### src/rtl/ioctl_pkg.sv
// Shared definitions for the ioctl download sender: state encoding and
// default sizing of the address counter and the gap/tail timers.
package ioctl_pkg;

   localparam int ADDR_W_DEF      = 25;
   localparam int GAP_CYCLES_DEF  = 2;
   localparam int TAIL_CYCLES_DEF = 4;

   typedef enum logic [2:0] {
      ST_IDLE   = 3'd0,
      ST_START  = 3'd1,
      ST_FETCH  = 3'd2,
      ST_WRITE  = 3'd3,
      ST_GAP    = 3'd4,
      ST_HOLD   = 3'd5,
      ST_FINISH = 3'd6
   } state_e;

endpackage

### src/rtl/ioctl_sender_if.sv
// ioctl download bus between the sender (master) and the receiving core (slave).
interface ioctl_sender_if
   import ioctl_pkg::*;
#(
   parameter int ADDR_W = ADDR_W_DEF
);

   logic              ioctl_download;
   logic              ioctl_wr;
   logic [ADDR_W-1:0] ioctl_addr;
   logic [7:0]        ioctl_dout;
   logic [7:0]        ioctl_index;
   logic              ioctl_wait;

   modport master (
      output ioctl_download,
      output ioctl_wr,
      output ioctl_addr,
      output ioctl_dout,
      output ioctl_index,
      input  ioctl_wait
   );

   modport slave (
      input  ioctl_download,
      input  ioctl_wr,
      input  ioctl_addr,
      input  ioctl_dout,
      input  ioctl_index,
      output ioctl_wait
   );

endinterface

### src/rtl/ioctl_sender.sv
// Streams a byte source onto the ioctl download bus with paced write strobes.
// Optional build macro IOCTL_SENDER_CHECKSUM_EN adds a 16-bit sum of written bytes.
//
// state  | meaning
// IDLE   | waiting for start
// START  | download window opens, one cycle
// FETCH  | src_ready high, waiting for a source byte
// WRITE  | one-cycle ioctl_wr strobe
// GAP    | GAP_CYCLES idle cycles after a strobe
// HOLD   | receiver asserted ioctl_wait, stalled
// FINISH | TAIL_CYCLES with the window still open, then done
module ioctl_sender
   import ioctl_pkg::*;
#(
   parameter int ADDR_W      = ADDR_W_DEF,
   parameter int GAP_CYCLES  = GAP_CYCLES_DEF,
   parameter int TAIL_CYCLES = TAIL_CYCLES_DEF
) (
   input  logic              clk_sys,
   input  logic              reset_n,
   input  logic              start,
   input  logic [7:0]        index,
   input  logic [ADDR_W-1:0] length,
   input  logic              abort,
   input  logic [7:0]        src_data,
   input  logic              src_valid,
   output logic              src_ready,
   output logic              busy,
   output logic              done,
`ifdef IOCTL_SENDER_CHECKSUM_EN
   output logic [15:0]       checksum,
`endif
   ioctl_sender_if.master    ioctl
);

   localparam logic [7:0] GAP_LOAD  = 8'(GAP_CYCLES - 1);
   localparam logic [7:0] TAIL_LOAD = 8'(TAIL_CYCLES - 1);

   state_e            state_q, state_d;
   logic [7:0]        tmr_q, tmr_d;
   logic [ADDR_W-1:0] cnt_q, cnt_d;
   logic [ADDR_W-1:0] len_q, len_d;
   logic [ADDR_W-1:0] addr_q, addr_d;
   logic [7:0]        dout_q, dout_d;
   logic [7:0]        index_q, index_d;
   logic              active_q, active_d;
   logic              wr_q, wr_d;
   logic              src_ready_q, src_ready_d;
   logic              done_q, done_d;
   logic              handshake;
   state_e            resume_st;

   assign handshake = src_valid & src_ready_q;
   assign resume_st = (cnt_q == len_q) ? ST_FINISH : ST_FETCH;

   always_comb begin
      state_d = state_q;
      tmr_d   = tmr_q;
      cnt_d   = cnt_q;
      len_d   = len_q;
      addr_d  = addr_q;
      dout_d  = dout_q;
      index_d = index_q;
      done_d  = 1'b0;

      unique case (state_q)
         ST_IDLE: begin
            if (start) begin
               state_d = ST_START;
               index_d = index;
               len_d   = length;
               cnt_d   = '0;
            end
         end
         ST_START: begin
            state_d = (abort || len_q == '0) ? ST_FINISH : ST_FETCH;
         end
         ST_FETCH: begin
            // abort beats a simultaneous handshake; that byte is dropped
            if (abort) begin
               state_d = ST_FINISH;
            end else if (handshake) begin
               state_d = ST_WRITE;
               addr_d  = cnt_q;
               dout_d  = src_data;
            end
         end
         ST_WRITE: begin
            cnt_d   = cnt_q + ADDR_W'(1);
            state_d = abort ? ST_FINISH : ST_GAP;
         end
         ST_GAP: begin
            if (abort) begin
               state_d = ST_FINISH;
            end else if (tmr_q == 8'd0) begin
               state_d = ioctl.ioctl_wait ? ST_HOLD : resume_st;
            end else begin
               tmr_d = tmr_q - 8'd1;
            end
         end
         ST_HOLD: begin
            if (abort) begin
               state_d = ST_FINISH;
            end else if (!ioctl.ioctl_wait) begin
               state_d = resume_st;
            end
         end
         ST_FINISH: begin
            if (tmr_q == 8'd0) begin
               state_d = ST_IDLE;
               done_d  = 1'b1;
            end else begin
               tmr_d = tmr_q - 8'd1;
            end
         end
         default: state_d = ST_IDLE;
      endcase

      // the single down-counter is reloaded on entry to whichever timed state follows
      if (state_d == ST_GAP && state_q != ST_GAP) begin
         tmr_d = GAP_LOAD;
      end
      if (state_d == ST_FINISH && state_q != ST_FINISH) begin
         tmr_d = TAIL_LOAD;
      end

      active_d    = (state_d != ST_IDLE);
      wr_d        = (state_d == ST_WRITE);
      src_ready_d = (state_d == ST_FETCH);
   end

   always_ff @(posedge clk_sys or negedge reset_n) begin
      if (!reset_n) begin
         state_q     <= ST_IDLE;
         tmr_q       <= 8'd0;
         cnt_q       <= '0;
         len_q       <= '0;
         addr_q      <= '0;
         dout_q      <= 8'd0;
         index_q     <= 8'd0;
         active_q    <= 1'b0;
         wr_q        <= 1'b0;
         src_ready_q <= 1'b0;
         done_q      <= 1'b0;
      end else begin
         state_q     <= state_d;
         tmr_q       <= tmr_d;
         cnt_q       <= cnt_d;
         len_q       <= len_d;
         addr_q      <= addr_d;
         dout_q      <= dout_d;
         index_q     <= index_d;
         active_q    <= active_d;
         wr_q        <= wr_d;
         src_ready_q <= src_ready_d;
         done_q      <= done_d;
      end
   end

`ifdef IOCTL_SENDER_CHECKSUM_EN
   logic [15:0] csum_q, csum_d;

   always_comb begin
      csum_d = csum_q;
      if (state_q == ST_IDLE && start) begin
         csum_d = 16'd0;
      end else if (state_q == ST_WRITE) begin
         csum_d = csum_q + {8'h00, dout_q};
      end
   end

   always_ff @(posedge clk_sys or negedge reset_n) begin
      if (!reset_n) begin
         csum_q <= 16'd0;
      end else begin
         csum_q <= csum_d;
      end
   end

   assign checksum = csum_q;
`endif

   assign src_ready            = src_ready_q;
   assign busy                 = active_q;
   assign done                 = done_q;
   assign ioctl.ioctl_download = active_q;
   assign ioctl.ioctl_wr       = wr_q;
   assign ioctl.ioctl_addr     = addr_q;
   assign ioctl.ioctl_dout     = dout_q;
   assign ioctl.ioctl_index    = index_q;

endmodule

### src/flat_wrapper.sv
// flat-port wrapper written by rule: the top's interface ports become plain ports
module ioctl_sender_flat import ioctl_pkg::*;
#(
   parameter int ADDR_W      = ADDR_W_DEF,
   parameter int GAP_CYCLES  = GAP_CYCLES_DEF,
   parameter int TAIL_CYCLES = TAIL_CYCLES_DEF
)
  (clk_sys, reset_n, start, index, length, abort, src_data, src_valid, src_ready, busy, done, ioctl_ioctl_download, ioctl_ioctl_wr, ioctl_ioctl_addr, ioctl_ioctl_dout, ioctl_ioctl_index, ioctl_ioctl_wait);
  ioctl_sender_if #(.ADDR_W(ADDR_W)) ioctl_i ();
  input  logic clk_sys;
  input  logic reset_n;
  input  logic start;
  input  logic [7:0] index;
  input  logic [ADDR_W-1:0] length;
  input  logic abort;
  input  logic [7:0] src_data;
  input  logic src_valid;
  output logic src_ready;
  output logic busy;
  output logic done;
  output wire logic [$bits(ioctl_i.ioctl_download)-1:0] ioctl_ioctl_download;
  output wire logic [$bits(ioctl_i.ioctl_wr)-1:0] ioctl_ioctl_wr;
  output wire logic [$bits(ioctl_i.ioctl_addr)-1:0] ioctl_ioctl_addr;
  output wire logic [$bits(ioctl_i.ioctl_dout)-1:0] ioctl_ioctl_dout;
  output wire logic [$bits(ioctl_i.ioctl_index)-1:0] ioctl_ioctl_index;
  input wire logic [$bits(ioctl_i.ioctl_wait)-1:0] ioctl_ioctl_wait;
  assign ioctl_ioctl_download = ioctl_i.ioctl_download;
  assign ioctl_ioctl_wr = ioctl_i.ioctl_wr;
  assign ioctl_ioctl_addr = ioctl_i.ioctl_addr;
  assign ioctl_ioctl_dout = ioctl_i.ioctl_dout;
  assign ioctl_ioctl_index = ioctl_i.ioctl_index;
  assign ioctl_i.ioctl_wait = ioctl_ioctl_wait;
  ioctl_sender #(.ADDR_W(ADDR_W), .GAP_CYCLES(GAP_CYCLES), .TAIL_CYCLES(TAIL_CYCLES)) u_core (.clk_sys(clk_sys), .reset_n(reset_n), .start(start), .index(index), .length(length), .abort(abort), .src_data(src_data), .src_valid(src_valid), .src_ready(src_ready), .busy(busy), .done(done), .ioctl(ioctl_i));
endmodule
### config.mk
export PLATFORM = sky130hd
export DESIGN_NAME = ioctl_sender_flat
export DESIGN_NICKNAME = d
export VERILOG_FILES = /design/src/rtl/ioctl_pkg.sv /design/src/rtl/ioctl_sender_if.sv /design/src/rtl/ioctl_sender.sv /design/src/flat_wrapper.sv
export SDC_FILE = /design/constraint.sdc
export NUM_CORES = 1
export LEC_CHECK = 0
export ABC_AREA = 1
export BUFFER_PORTS_ARGS = -buffer_cell sky130_fd_sc_hd__buf_2
export CAP_MARGIN = 10
export CORE_MARGIN = 1.5
export CORE_UTILIZATION = 40
export CTS_CLUSTER_DIAMETER = 200
export DETAILED_ROUTE_END_ITERATION = 6
export PLACE_DENSITY = 0.69
export SLEW_MARGIN = 20
export SYNTH_ARGS = -nofsm -noshare
export SYNTH_HDL_FRONTEND = slang
export SYNTH_SLANG_ARGS = --single-unit
### constraint.sdc
create_clock -name clk_sys -period 2.95 [get_ports clk_sys]
set_clock_uncertainty 0.05 [all_clocks]
set_input_delay 0.4425 -clock clk_sys [delete_from_list [all_inputs] [get_ports clk_sys]]
set_output_delay 0.4425 -clock clk_sys [all_outputs]
set_load 0.01 [all_outputs]
Yosys cells after proc, flatten, opt, wreduce, memory -nomap -nowiden
Index checks and enable logic that the tools add are counted.
Storage, ports and cells
  output and inout bits: 46
  register bits after elaboration: 106
  bits of input ports: 47
  word-level logic and storage cells: 65
Cells by class
  eq/ne operators: 15
  reduce and logical (&&, ||, !) cells: 13
  add/subtract/negate cells: 2
  bitwise logic cells: 2
  muxes and demuxes: 22
Operator list (count)
  $pmux W25 S2: 1
  $mux W3: 11
  $mux W8: 4
  $add A25 B1 Y25 const B: 1
  $eq A25 B25 Y1: 1
  $logic_not A25 Y1: 1
  $mux W25: 1
  $pmux W3 S7: 1
  $pmux W8 S2: 1
  $eq A3 B3 Y1 const B: 5
  $eq A3 B2 Y1 const B: 4
  $logic_not A8 Y1: 1
  $sub A8 B1 Y8 const B: 1
  $ne A3 B3 Y1 const B: 2
  $reduce_and A2 Y1: 3
  $ne A4 B2 Y1 const B: 1
  $reduce_bool A4 Y1: 1
  $eq A3 B1 Y1 const B: 1
  $logic_not A3 Y1: 1
  $reduce_and A3 Y1: 1
  $reduce_bool A3 Y1: 1
  $logic_and A1 B1 Y1: 2
  $mux W1: 2
  $mux W2: 1
  5 further kinds: 5

Depth between registers and ports, before layout
Gate-level depths: netlist of the first run.
  word-level depth: 10
  depth in mapped cells: 17
  mapped depth without buffers: 17

Worst setup path after synthesis of the first run
Ideal clock, no wire load.
  path kind: reg-to-reg
  start: reg u_core.tmr_q[1]
  end: reg u_core.tmr_q[1]
  buffers on the path: 0
  cell stages (with the launch flop): 15
  arrival time: 1.610 ns
  setup time: 0.116 ns
  slack: 1.173 ns
  period minus slack after synthesis: 1.777 ns
  required time: 2.784 ns
  path through: dfrtp_1 -> inv_1 -> ha_1 -> nand2_1 -> nor2_4 -> nand2_2 -> nand2_1 -> nand2_1 -> nand2_2 -> nand3b_4 -> nor2_2 -> o211ai_4 -> nand2_1 -> nand2_1 -> nand2_1
On the way
  cells in the longest elaborated chain, start to end: 8
  elaborated cells between the ends (all ways): 18
  classes of those cells: 1 x add/sub; 3 x eq/ne; 9 x mux; 5 x reduce/logical
Ends and longest elaborated chain
  start: declaration: RTL line ioctl_sender.sv:40  | logic [7:0] tmr_q, tmr_d;
  start signal: assignment: RTL line ioctl_sender.sv:147  | tmr_q <= tmr_d;
  $logic_not A8 Y1 *: RTL line ioctl_sender.sv:95, ioctl_sender.sv:109
  $mux W3: RTL line ioctl_sender.sv:95  | end else if (tmr_q == 8'd0) begin
  $mux W3: RTL line ioctl_sender.sv:93  | if (abort) begin
  $pmux W3 S7 *: RTL line ioctl_sender.sv:66  | unique case (state_q)
  via u_core.state_d[1]: RTL line ioctl_sender.sv:39  | state_e state_q, state_d;
  $eq A3 B3 Y1, on equally long branches: RTL line ioctl_sender.sv:123, ioctl_sender.sv:120
  $logic_and A1 B1 Y1, on equally long branches: RTL line ioctl_sender.sv:123, ioctl_sender.sv:120
  $ne A4 B2 Y1 (no source line) (tied with other cells)
  $reduce_and A2 Y1 (no source line) or $mux W8 (tied branches)
Mark *: on every way through the listed nets, which the timed path passes. The rest lies on a longest branch. The select of a mux whose other input is x is not followed.
A chain may end at the register's enable or synchronous reset.

Worst setup path in the final report of the first run
  start: reg u_core.state_q[2]
  end: reg u_core.addr_q[2] (netlist: u_core.ioctl.ioctl_addr[2])
On the way
  cells in the longest elaborated chain, start to end: 2
Ends and longest elaborated chain
  start: declaration: RTL line ioctl_sender.sv:39
  start signal: assignment: RTL line ioctl_sender.sv:146  | state_q <= state_d;
  $eq A3 B2 Y1: RTL line ioctl_sender.sv:66
  $reduce_and A3 Y1 (no source line)
  end signal: assignment: RTL line ioctl_sender.sv:150  | addr_q <= addr_d;
  end: declaration: RTL line ioctl_sender.sv:43  | logic [ADDR_W-1:0] addr_q, addr_d;
Every way passes these cells.

==> flow_results.org, run 1 <==
** Setup path
- Worst reg2reg endpoint :: u_core.ioctl.ioctl_addr[2]$_DFFE_PN0P_
- Cells on worst reg2reg path :: 6
- Worst setup path startpoint :: u_core.state_q[2]$_DFF_PN0_
- Worst setup path endpoint :: u_core.ioctl.ioctl_addr[2]$_DFFE_PN0P_
- Worst setup SP type :: flip-flop
- R2r setup slk :: 700 ps
- Nature of the critical path endpoint :: flip-flop
- Together, buffers and inverters on the worst path number 2.
- CP delay by family, top :: simple AND/OR/NAND/NOR gates
- For this run, the slowest stage of the critical path takes 550 ps.
- Cell with the biggest individual delay on the critical path :: sky130_fd_sc_hd__and3_1
- Data arrival time at the worst-slack endpoint :: 2420 ps
- The critical path goes through nor2_1, and3_1, inv_1, buf_4, nand2_1, o21ai_0.
- The critical path is of the reg2reg type.
- CP max FO :: 49
- Worst r2r src :: u_core.state_q[2]$_DFF_PN0_
- For the worst setup path, the data required time is 3120 ps.
- Worst path depth :: 6

** Synthesis
- By area the synthesized netlist is led by sky130_fd_sc_hd__dfrtp_1, sky130_fd_sc_hd__nand2_1, sky130_fd_sc_hd__o21ai_0.
- Most repeated cell in the gate-level netlist after synthesis :: sky130_fd_sc_hd__nand2_1
- Number of flops mapped to enable cells by yosys :: 0
- Cells after Synth :: around 630
- After synthesis the cells add up to roughly 5000 um2.
- The share of synthesized area in the top cell type comes to 0.515.
- Seq cells post-synth :: 106
- Dominant combinational cell family by area after synthesis :: simple AND/OR/NAND/NOR gates
- Most used standard cells in the synthesized netlist :: sky130_fd_sc_hd__nand2_1, sky130_fd_sc_hd__dfrtp_1, sky130_fd_sc_hd__inv_1, sky130_fd_sc_hd__o21ai_0, sky130_fd_sc_hd__nor2_1
- Net count of the mapped netlist :: 680
- Area leader, netlist :: sky130_fd_sc_hd__dfrtp_1
- Simple-Gate Fraction of Synth Area :: 0.299
- The netlist uses 43 different library cells.
- For this run, the register share of the synthesized area comes to 0.515.
- Adder-Cell Fraction of Synth Area :: 0.00486
- Synth async-reset ratio :: 1.00
- The portion of synthesized area spent on multiplexers is 0.00194.
- Dividing the synthesized area by the synthesized cell count gives between 8 and 9 um2.
- For this run, the leading register cell type out of synthesis is sky130_fd_sc_hd__dfrtp_1.
- Yosys printed 0 warnings.
- Synth Area in XOR/XNOR :: 0.0272
- Synth Area in Compound Gates :: 0.0870

** Route
- DR pass1 iterations :: 6
- Routed len/inst :: 13.1 um
- Wirelength, routed :: 11800 um
- In the routed design, unresolved DRC markers number 0.
- Number of vias in the routed layout :: approximately 4300
- Number of vias per cell after detailed routing :: around 4.8
- DRT iter0 DRCs :: 292
- The detail route stage leaves a number of antenna-violating nets equal to 0.

** Timing
- Final number of setup-violating endpoints :: 0
- The final number of hold-violating endpoints was 0.
- Worst relative slew slack :: 0.624
- Dividing the final minimum period by the clock period gives 0.762.
- Max frequency :: 445 MHz
- Max-slew violation total from the final report :: 0
- In the final timing run, aggregate negative setup slack is 0 ps.
- Min Clock Period, post-route :: 2250 ps
- Setup repair after global routing left no endpoint under its margin.
- Actual transition at the worst max-transition pin :: 564 ps

** Clock tree
- Clk_lat worst skew :: around 350 ps
- TritonCTS clock tree :: done
- The tree is rooted in a sky130_fd_sc_hd__clkbuf_16.
- Number of buffers inserted by post-CTS setup repair :: 0
- CTS hold repair buffers :: 0
- The longest clock path from root to sink contains 2 buffers.
- After clock tree synthesis, the clock-pin slew on the worst setup and hold paths is 70 ps.
- TritonCTS created 9 clock buffers.
- The clock tree synthesis step divided the H-tree into 3 levels.
- Clock sink total :: approximately 110
- CTS resizes :: 0

** Global routing
- In the global route stage, overall resource usage came out at 0.187.
- The number of antenna violations at the first check in global routing came to 0.
- The first global-routing pass estimated 19500 um of wire.
- For this run the aggregate overflow at the end of global routing stands at 0.
- Largest net degree at the start of global routing :: 50
- The number of global-route vias before repair is 3999.

** Placed design
- Detailed placement finished with a half-perimeter wire length of 8770 um.
- Placer Congestion :: 0.947
- Buffers placed on the I/O ports in this run total 92.
- Placed instance area :: roughly 5800 um2

** Run
- Number of max-cap violations :: 0

** Run status
- Run status :: completed

** Layout
- Area Overhead vs Synth :: 19.0%
- Final #Nets :: 768
- At the end of the flow the core is filled with cells to 0.488.
- Of the cells placed in the final design, the portion with a size suffix greater than 1 is 0.225.
- The number of antenna diodes in the final layout is 0.
- Final design area excluding fillers :: 6130 um2

** Die
- The initial utilization of the core area, before any placement, comes to 0.410.
- 93 I/O pins were placed.
- Row Count :: 41
- Die area :: 13600 um2
- Measured along the y axis, the die boundary spans between 100 and 150 um.
- In this run the horizontal extent of the chip is ~120 um.
- Area inside the core boundary :: 12600 um2

** Hold path
- The worst hold path belongs to the class in2async.

** Power
- PnR Total Power :: 5.78 mW
- Leak :: 3.13 nW
- Worst IR Drop VDD :: about 0.55 mV
- In this run the power density over the cells is 943 nW/um2.
cells by family after synthesis:
family                     count (synthesis)
and+or+nand+nor                          341
DFF                                      106
adders and majority gates                  2
AOI/OAI and AO/OA                         80
muxes                                      1
buffers and inverters                     85
xor gates and xnor gates                  16
state kept, by name, summed over array words and instances, names as in the netlist:
name                      flops
u_core.busy                   1
u_core.state_q                3
u_core.ioctl.ioctl_addr      25
u_core.tmr_q                  8
u_core.len_q                 25
u_core.ioctl.ioctl_dout       8
u_core.src_ready              1
u_core.ioctl.ioctl_index      8
u_core.done                   1
u_core.ioctl.ioctl_wr         1
u_core.cnt_q                 25
layout make-up:
cell class	count	area [um2]
flip-flops and latches	106	2650
clock buffers	11	253
inverters	65	246
repair buffers	97	513
multi-input cells	440	2160
well taps	172	215
fillers	1201	6440
clock inverters	5	83.8
per-stage QoR:
stage / cells / hold WS, ps / setup slack [ps]
3_5_place_dp: 880 / 414 / 762
5_1_grt: 896 / 55.7 / 451
2_1_floorplan: 631 / 96.9 / 1170
6_report: 896 / 19.3 / 701
4_1_cts: 896 / 29.4 / 739
3_3_place_gp: 880 / 402 / 888
worst register-to-register path, delay by kind of cell (launching register included):
kind,cells,cell delay [ps]
and+or+nand+nor,3,870
buffers and inverters,2,620
AOI/OAI and AO/OA,1,80
DFF,1,500
layout by cell type, fill, tap and decap left out, types with 6 or more instances in the layout:
cell type / instances
sky130_fd_sc_hd__nand3_1: 25
sky130_fd_sc_hd__nor2_1: 38
sky130_fd_sc_hd__clkbuf_16: 9
sky130_fd_sc_hd__buf_2: 91
sky130_fd_sc_hd__inv_2: 11
sky130_fd_sc_hd__o21ai_0: 53
sky130_fd_sc_hd__inv_1: 53
sky130_fd_sc_hd__dfrtp_1: 106
sky130_fd_sc_hd__xor2_1: 11
sky130_fd_sc_hd__nand2_1: 228
sky130_fd_sc_hd__nand2_2: 7
sky130_fd_sc_hd__a21oi_1: 10
sky130_fd_sc_hd__nor2_4: 6
sky130_fd_sc_hd__nor2_2: 12
where the power goes:
group	switching (mW)	total (mW)	internal (mW)	leakage, nW
combinational	1.36	2.17	0.807	1.57
sequential	0.363	2.28	1.92	1.40
clock	0.532	1.33	0.793	0.158
total	2.26	5.78	3.52	3.13
how the worst min path moves through the flow:
stage / startpoint / endpoint / depth (start not counted)
detailed placement: u_core.ioctl.ioctl_dout[2]$_DFFE_PN0P_ / u_core.ioctl.ioctl_dout[2]$_DFFE_PN0P_ / 2
CTS: reset_n / u_core.ioctl.ioctl_index[2]$_DFFE_PN0P_ / 1
global route: reset_n / u_core.len_q[3]$_DFFE_PN0P_ / 1
global placement: u_core.ioctl.ioctl_dout[4]$_DFFE_PN0P_ / u_core.ioctl.ioctl_dout[4]$_DFFE_PN0P_ / 2
finish: reset_n / u_core.ioctl.ioctl_index[1]$_DFFE_PN0P_ / 1
floorplan: reset_n / u_core.busy$_DFF_PN0_ / 0
layer usage:
layer | part of all wire | vias up | global-route usage
li1 | - | 2168 | -
met1 | 0.46 | 2013 | 0.252
met2 | 0.47 | 128 | 0.303
met3 | 0.061 | 9 | 0.0394
met4 | 0.013 | 0 | 0.0642
met5 | 0 | - | 0
Power figures use the tool's default switching activity.
==> run 2: changes to the inputs <==
Settings changed: ABC_AREA 1 to 0, PLACE_DENSITY 0.69 to 0.7.
Clock period 2.95 ns to 2.3 ns, I/O delays scaled along.
==> flow_results.org, run 2 <==
** Timing
- Setup repair after global routing missed its margin: no (unchanged).
- The number of failing setup endpoints in the final timing report came to 0 (unchanged).
- Total count of hold-check failures in the final report :: 0 (unchanged)
- The worst slew margin relative to its limit came to 0.654 (was 0.624).
- The maximum clock rate was 459 MHz (was 445 MHz).
- Max-slew violation total from the final report :: 0 (unchanged)
- The worst-margin pin slew came to 518 ps (was 564 ps).
- The setup total negative slack came to 0 ps (unchanged).
- The final period utilization is 0.947 (was 0.762).
- The worst hold slack was 131 ps (was 19.3 ps).
- Setup slack after layout :: 123 ps (was 701 ps)
- The clock period minus worst slack was 2180 ps (was 2250 ps).

** Route
- The iteration count of the initial detailed-routing pass was 4 (was 6).
- DRT iter0 DRCs :: 229 (was 292)
- Wirelength, routed :: 11000 um (was 11800 um)
- The post-detailed-route DRC marker count came to 0 (unchanged).
- The residual antenna-violating net count after detailed routing is 0 (unchanged).
- Routed len/inst :: 15.2 um (was 13.1 um)
- Number of vias per cell after detailed routing :: 5.25 (was 4.82)
- The total vias in the final route was 3808 (was 4318).

** Power
- PwrDens :: 1340 nW/um2 (was 943 nW/um2)
- The total design power is 7.97 mW (was 5.78 mW).
- The total leakage power is 3.07 nW (was 3.13 nW).
- Worst IR Drop VDD :: 0.500 mV (was 0.546 mV)

** Die
- The number of primary I/O pins came to 93 (unchanged).
- The total die area was 12900 um2 (was 13600 um2).
- The height of the die is 113 um (was 116 um).
- The floorplan core area was 12000 um2 (was 12600 um2).
- Effective utilization at floorplan :: 0.408 (was 0.410)
- Die Width :: 113 um (was 116 um)
- The number of rows created at floorplan was 40 (was 41).

** Synthesis
- Seq cells post-synth :: 106 (unchanged)
- The net count of the mapped netlist was 521 (was 680).
- Most used standard cells in the synthesized netlist :: sky130_fd_sc_hd__nand2_1, sky130_fd_sc_hd__dfrtp_1, sky130_fd_sc_hd__mux2_2 (was sky130_fd_sc_hd__nand2_1, sky130_fd_sc_hd__dfrtp_1, sky130_fd_sc_hd__inv_1, sky130_fd_sc_hd__o21ai_0, sky130_fd_sc_hd__nor2_1)
- Unique masters post-synth :: 51 (was 43)
- Synth top area cells: sky130_fd_sc_hd__dfrtp_1, sky130_fd_sc_hd__nand2_1, sky130_fd_sc_hd__mux2_2 (was sky130_fd_sc_hd__dfrtp_1, sky130_fd_sc_hd__nand2_1, sky130_fd_sc_hd__o21ai_0).
- The share of Yosys cell area claimed by the top area cell type came to 0.543 (was 0.515).
- Area leader, netlist :: sky130_fd_sc_hd__dfrtp_1 (unchanged)
- Register area share after synthesis :: 0.543 (was 0.515)
- Synth async-reset ratio :: 1.00 (unchanged)
- Most repeated cell in the gate-level netlist after synthesis :: sky130_fd_sc_hd__nand2_1 (unchanged)
- Most frequently used flop master after synthesis :: sky130_fd_sc_hd__dfrtp_1 (unchanged)
- Cells after Synth :: 472 (was 631)
- The total number of yosys warnings came to 0 (unchanged).
- Number of flops mapped to enable cells by yosys :: 0 (unchanged)
- Syn Area/Cell :: 10.3 um2 (was 8.16 um2)
- The post-synth design cell area was 4880 um2 (was 5150 um2).

** Clock tree
- The number of clock sinks was 106 (unchanged).
- The number of buffers created by CTS is 9 (unchanged).
- The clock-pin slew on the worst setup and hold paths is 70 ps (about the same).
- The deepest clock path buffer count was 2 (unchanged).
- Number of levels in the clock H-tree :: 3 (unchanged)
- The CTS tree is done (unchanged).
- The clock latency on the worst-skew pair is 360 ps (was 350 ps).
- The CTS root buffer was sky130_fd_sc_hd__clkbuf_16 (unchanged).

** Global routing
- The total congestion overflow after global routing was 0 (unchanged).
- The wire length of the first global-routing pass was 18700 um (was 19500 um).
- The total routing usage reported by global routing is 0.184 (was 0.187).
- Antenna violations before repair :: 0 (unchanged)
- Largest net degree at the start of global routing :: 41 (was 50)
- Number of global-route vias before repair :: 3759 (was 3999)

** Layout
- Fraction of final layout cells with drive strength greater than 1 :: 0.294 (was 0.225)
- Final design area excluding fillers :: 5940 um2 (was 6130 um2)
- The count of antenna diodes in the layout came to 0 (unchanged).
- The most frequent standard cell in the layout excluding fill and tap cells was sky130_fd_sc_hd__nand2_1 (unchanged).
- Final #Nets :: 623 (was 768)
- Top library cells by usage in the layout, fill and taps aside :: sky130_fd_sc_hd__nand2_1, sky130_fd_sc_hd__dfrtp_1, sky130_fd_sc_hd__buf_2 (unchanged)
- The synthesis-to-layout area growth came to 21.6% (was 19.0%).
- The non-filler instance count after layout came to 726 (was 896).
- Core occupancy in the finished layout :: 0.496 (was 0.488)

** Run
- Number of max-cap violations :: 0 (unchanged)

** Placed design
- Cell count after placement :: 709 (was 880)
- The number of port buffers came to 92 (unchanged).
- Placer Congestion :: 0.907 (was 0.947)
- The detailed-placement wirelength estimate was 8220 um (was 8770 um).
- The cell area after placement is 5580 um2 (was 5790 um2).
- The placement-stage worst setup slack is 127 ps (was 762 ps).

** Setup path
- The highest net fanout along the worst path is 8 (was 49).
- The biggest cell delay along the critical path was 420 ps (was 550 ps).
- Nature of the critical path endpoint :: flip-flop (unchanged)
- The worst path buffer plus inverter count is 1 (was 2).
- The critical path arrival was 2370 ps (was 2420 ps).
- Worst setup SP type :: flip-flop (unchanged)
- Ordered list of cells on the worst path :: inv_1, ha_1, nor3b_4, and2_4, nor2_2, o311ai_4, and3b_1, o21a_1 (was nor2_1, and3_1, inv_1, buf_4, nand2_1, o21ai_0)
- The worst reg2reg path startpoint is u_core.tmr_q[0]$_DFFE_PN0P_ (was u_core.state_q[2]$_DFF_PN0_).
- The cell type group with the largest total delay on the critical path was simple AND/OR/NAND/NOR gates (unchanged).
- The cell with the largest stage delay on the worst path is sky130_fd_sc_hd__dfrtp_1 (was sky130_fd_sc_hd__and3_1).
- The timing startpoint of the critical path is u_core.tmr_q[0]$_DFFE_PN0P_ (was u_core.state_q[2]$_DFF_PN0_).
- Required arrival time at the worst endpoint :: 2490 ps (was 3120 ps)
- Type of the worst setup path :: reg2reg (unchanged)

** Hold path
- In this run the most critical hold path is launched from src_data[1].
- Hold Path Class :: in2reg (was in2async)

** Run status
- Run status: completed (unchanged).
-- run 2: path summary, 6_finish.rpt --
path                       cells past startpoint                                 endpoint  slack (ps)
min reg2reg                                    2   u_core.ioctl.ioctl_dout[5]$_DFFE_PN0P_         420
min in group asynchronous                      2  u_core.ioctl.ioctl_index[1]$_DFFE_PN0P_         460
min                                            3   u_core.ioctl.ioctl_dout[1]$_DFFE_PN0P_         130
max reg2reg                                    8              u_core.tmr_q[1]$_DFFE_PN0P_         120
max in group asynchronous                      3   u_core.ioctl.ioctl_dout[6]$_DFFE_PN0P_        1110
max                                            8              u_core.tmr_q[1]$_DFFE_PN0P_         120
-- run 2: layer usage --
| layer | part of all wire | GRT usage | vias up |
|---|---|---|---|
| met3 | 0.067 | 0.0441 | 20 |
| met5 | 0 | 0 | - |
| met2 | 0.48 | 0.289 | 133 |
| met1 | 0.43 | 0.245 | 1826 |
| met4 | 0.022 | 0.0775 | 0 |
| li1 | - | - | 1829 |
-- run 2: where the power goes --
group	internal, mW	total [mW]	switching, mW	leakage [nW]
sequential	2.70	3.59	0.892	1.34
clock	1.02	1.70	0.685	0.162
combinational	1.32	2.67	1.35	1.57
total	5.04	7.97	2.93	3.07
-- run 2: logic make-up (layout without fill, tap and decap cells) --
group | count (synthesis) | in the layout | share of synthesized area
XOR/XNOR | 35 | 35 | 0.0628
AND/OR/NAND/NOR | 218 | 218 | 0.215
AO/OA/AOI/OAI | 44 | 44 | 0.0597
flip-flops | 106 | 106 | 0.543
multiplexers | 38 | 38 | 0.0864
adder cells (fa/ha/maj) | 2 | 2 | 0.00512
buffers and inverters | 29 | 136 | 0.0282
-- run 2: cell type report --
class	count	area, um2
repair buffers	113	636
fillers	1101	6020
clock inverters	5	85.1
flip-flops and latches	106	2650
inverters	7	26.3
well taps	147	184
clock buffers	11	253
multi-input cells	337	2100
-- run 2: tightest hold or removal path: stages --
cell	delay, ps
sky130_fd_sc_hd__buf_2	70
sky130_fd_sc_hd__nand2_1	40
sky130_fd_sc_hd__nand2_1	40
-- run 2: what timing repair did --
action                                  4_1_cts  5_1_grt
hold endpoints to repair                     37        0
buffers inserted                              0        0
hold buffers                                  1        0
endpoints found under the setup margin        0        1
gates resized for setup                       0        1
==> run 3: changes to the inputs <==
Settings changed: ABC_AREA 0 to 1, PLACE_DENSITY 0.7 to 0.69.
==> flow_results.org, run 3 (same netlist as run 1, synthesis figures left out) <==
** Global routing
- The wire length of the first global-routing pass is 19800 um (was 18700 um).
- Number of global-route vias before repair :: 4184 (was 3759)
- Antenna violations before repair :: 0 (unchanged)
- The maximum number of pins on one net before global-route repair came to 58 (was 41).
- Overall Global Routing Usage :: 0.189 (was 0.184)
- The total congestion overflow after global routing came to 0 (unchanged).

** Layout
- Final #Nets :: 771 (was 623)
- Top library cells by usage in the layout, fill and taps aside :: sky130_fd_sc_hd__nand2_1, sky130_fd_sc_hd__dfrtp_1, sky130_fd_sc_hd__buf_2 (unchanged)
- The number of fill cells in the layout came to 1216 (was 1101).
- Antenna diodes :: 0 (unchanged)
- Leading cell type in the layout, fill and taps excluded :: sky130_fd_sc_hd__nand2_1 (unchanged)
- The fraction of final layout cells with drive strength greater than 1 came to 0.221 (was 0.294).
- Area Overhead vs Synth :: 18.6% (was 21.6%)
- Area occupied by multi-input gates :: 2160 um2 (was 2100 um2)
- The footprint of the flip-flops and latches is 2650 um2 (unchanged).

** Setup path
- The worst reg2reg path depth is 8 (unchanged).
- The kind of start point of the critical path was a flip-flop (unchanged).
- CP max stage delay :: 560 ps (was 420 ps)
- Data arrival time at the worst-slack endpoint :: 2170 ps (was 2370 ps)
- The data required time at the worst endpoint is 2480 ps (was 2490 ps).
- Ordered list of cells on the worst path :: nor2_1, and3_1, nor2_2, nand3_1, nor2_1, o211ai_4, inv_4, nor2_2 (was inv_1, ha_1, nor3b_4, and2_4, nor2_2, o311ai_4, and3b_1, o21a_1)
- The type of element capturing the critical path is a flip-flop (unchanged).
- The cell depth of the worst setup path was 8 (unchanged).
- CP delay by family, top :: simple AND/OR/NAND/NOR gates (unchanged)
- Type of the worst setup path :: reg2reg (unchanged)
- WP buf/inv :: 1 (unchanged)
- Cell with the biggest individual delay on the critical path :: sky130_fd_sc_hd__dfrtp_1 (unchanged)
- The highest net fanout along the worst path came to 9 (was 8).

** Placed design
- The placement-stage worst setup slack was 351 ps (was 127 ps).
- Placer Congestion :: 0.870 (was 0.907)
- The detailed-placement wirelength estimate is 8470 um (was 8220 um).
- Number of I/O port buffers :: 92 (unchanged)

** Clock tree
- Clock transition time at the flip-flop clock pins of the worst setup and hold paths :: 70 ps (about the same)
- The number of hold buffers added after cts was 1 (unchanged).
- The number of buffers inserted by post-CTS setup repair came to 0 (unchanged).
- CTS max path bufs :: 2 (unchanged)
- The clock latency on the worst-skew pair was 340 ps (was 360 ps).
- CTS resizes :: 0 (unchanged)
- TritonCTS clock tree :: done (unchanged)
- CTS Root Cell :: sky130_fd_sc_hd__clkbuf_16 (unchanged)
- Clock sink total :: 106 (unchanged)
- The number of buffers created by CTS is 9 (unchanged).
- The count of H-tree levels built during CTS was 3 (unchanged).

** Power
- PwrDens :: 1180 nW/um2 (was 1340 nW/um2)
- The proportion of power drawn by combinational gates was 0.387 (was 0.335).
- Worst IR Drop VDD :: 0.671 mV (was 0.500 mV)
- The total design power was 7.18 mW (was 7.97 mW).
- Sequential group share of total power :: 0.406 (was 0.451)
- Power share of the clock group :: 0.206 (was 0.214)
- Leak :: 3.13 nW (was 3.07 nW)
- The cell internal power dissipation was 4.35 mW (was 5.04 mW).
- The switching power total is 2.83 mW (was 2.93 mW).
- The switching fraction of total power came to 0.394 (was 0.367).

** Route
- The length of routed wiring on met1 is 5570 um (was 4800 um).
- Number of design rule violations left after detail routing :: 0 (unchanged)
- DR pass1 iterations :: 6 (was 4)
- The highest metal layer used by the detailed router is met4 (unchanged).
- The residual antenna-violating net count after detailed routing is 0 (unchanged).
- The detailed-route wire length per cell came to 13.0 um (was 15.2 um).
- The violation count after the first detailed-route iteration is 230 (was 229).
- The via density per instance is 4.78 (was 5.25).
- The total wire length was 11700 um (was 11000 um).
- Length of routed met3 wiring :: 622 um (was 738 um)
- The total vias in the final route was 4295 (was 3808).
- The wire length on met2 is 5340 um (was 5240 um).

** Die
- The total die area was 13600 um2 (was 12900 um2).
- The height of the die came to 116 um (was 113 um).
- The floorplan core area is 12600 um2 (was 12000 um2).
- Effective utilization at floorplan :: 0.410 (was 0.408)
- Row Count :: 41 (was 40)
- The width of the die came to 116 um (was 113 um).
- Number of ports placed on the die boundary :: 93 (unchanged)

** Run
- The max-capacitance violation count was 0 (unchanged).

** Timing
- The max-slew violation count is 0 (unchanged).
- Min Clock Period, post-route :: 1990 ps (was 2180 ps)
- The worst slew margin relative to its limit came to 0.634 (was 0.654).
- Setup Total Neg Slack :: 0 ps (unchanged)
- Setup repair after global routing missed its margin: no (unchanged).
- The final period utilization is 0.864 (was 0.947).
- The final number of hold-violating endpoints came to 0 (unchanged).
- The worst hold slack was 141 ps (was 131 ps).
- Max frequency :: 503 MHz (was 459 MHz)
- The minimum setup slack in the final design was 313 ps (was 123 ps).
- The worst-margin pin slew is 549 ps (was 518 ps).
- The number of failing setup endpoints in the final timing report is 0 (unchanged).

** Hold path
- The hold-critical path depth is 3 (unchanged).
- Hold Path Class :: in2reg (unchanged)

** Run status
- Run status :: completed (unchanged)
run 3: cell count changes in the layout (fill, tap and decap cells not counted), sizes merged, moves of 7 or more:
cell	before	now
nor4	14	2
buf	112	99
nand2	126	235
nand3	23	30
nor2	17	56
o21ai	21	57
inv	7	65
xor2	30	11
mux2	33	0
run 3: tightest hold or removal path, delay by kind of cell:
kind | cells | cell delay [ps]
simple gates | 2 | 80
buf+inv | 1 | 70
run 3: final cells by class:
cell class	count	share of cell area
flip-flops and latches	106	0.434
multi-input cells	440	0.354
repair buffers	100	0.0901
inverters	65	0.0404
clock buffers	13	0.0393
well taps	172	0.0352
clock inverters	3	0.00655
run 3: worst paths after layout:
check / end / startpoint / slack [ps]
min reg2reg: u_core.ioctl.ioctl_dout[3]$_DFFE_PN0P_ / u_core.ioctl.ioctl_dout[3]$_DFFE_PN0P_ / 420
max: u_core.tmr_q[4]$_DFFE_PN0P_ / u_core.state_q[2]$_DFF_PN0_ / 310
min: u_core.ioctl.ioctl_index[6]$_DFFE_PN0P_ / index[6] / 140
min in group asynchronous: u_core.cnt_q[8]$_DFFE_PN0P_ / reset_n / 480
max reg2reg: u_core.tmr_q[4]$_DFFE_PN0P_ / u_core.state_q[2]$_DFF_PN0_ / 310
max in group asynchronous: u_core.tmr_q[5]$_DFFE_PN0P_ / reset_n / 1050
run 3: power groups by stage:
stage / Sequential, mW / Combinational [mW] / Clock, mW
finish: 2.92 / 2.78 / 1.48
global route: 3.00 / 3.18 / 1.61
global placement: 2.92 / 2.69 / 0
floorplan: 2.96 / 1.94 / 0
CTS: 2.92 / 2.80 / 1.54
detailed placement: 2.94 / 2.79 / 0
run 3: routing by layer:
metal / global-route usage / up-vias
li1: - / 2168
met4: 0.0764 / 0
met5: 0 / -
met1: 0.261 / 1980
met3: 0.0311 / 11
met2: 0.297 / 136
run 3: per-stage QoR:
step	instances	utilization	cell area (um2)
floorplan	631	-	5150
global route	899	0.486	6110
CTS	899	0.486	6110
finish	899	0.486	6110
detailed placement	882	0.463	5820
global placement	882	0.463	5820
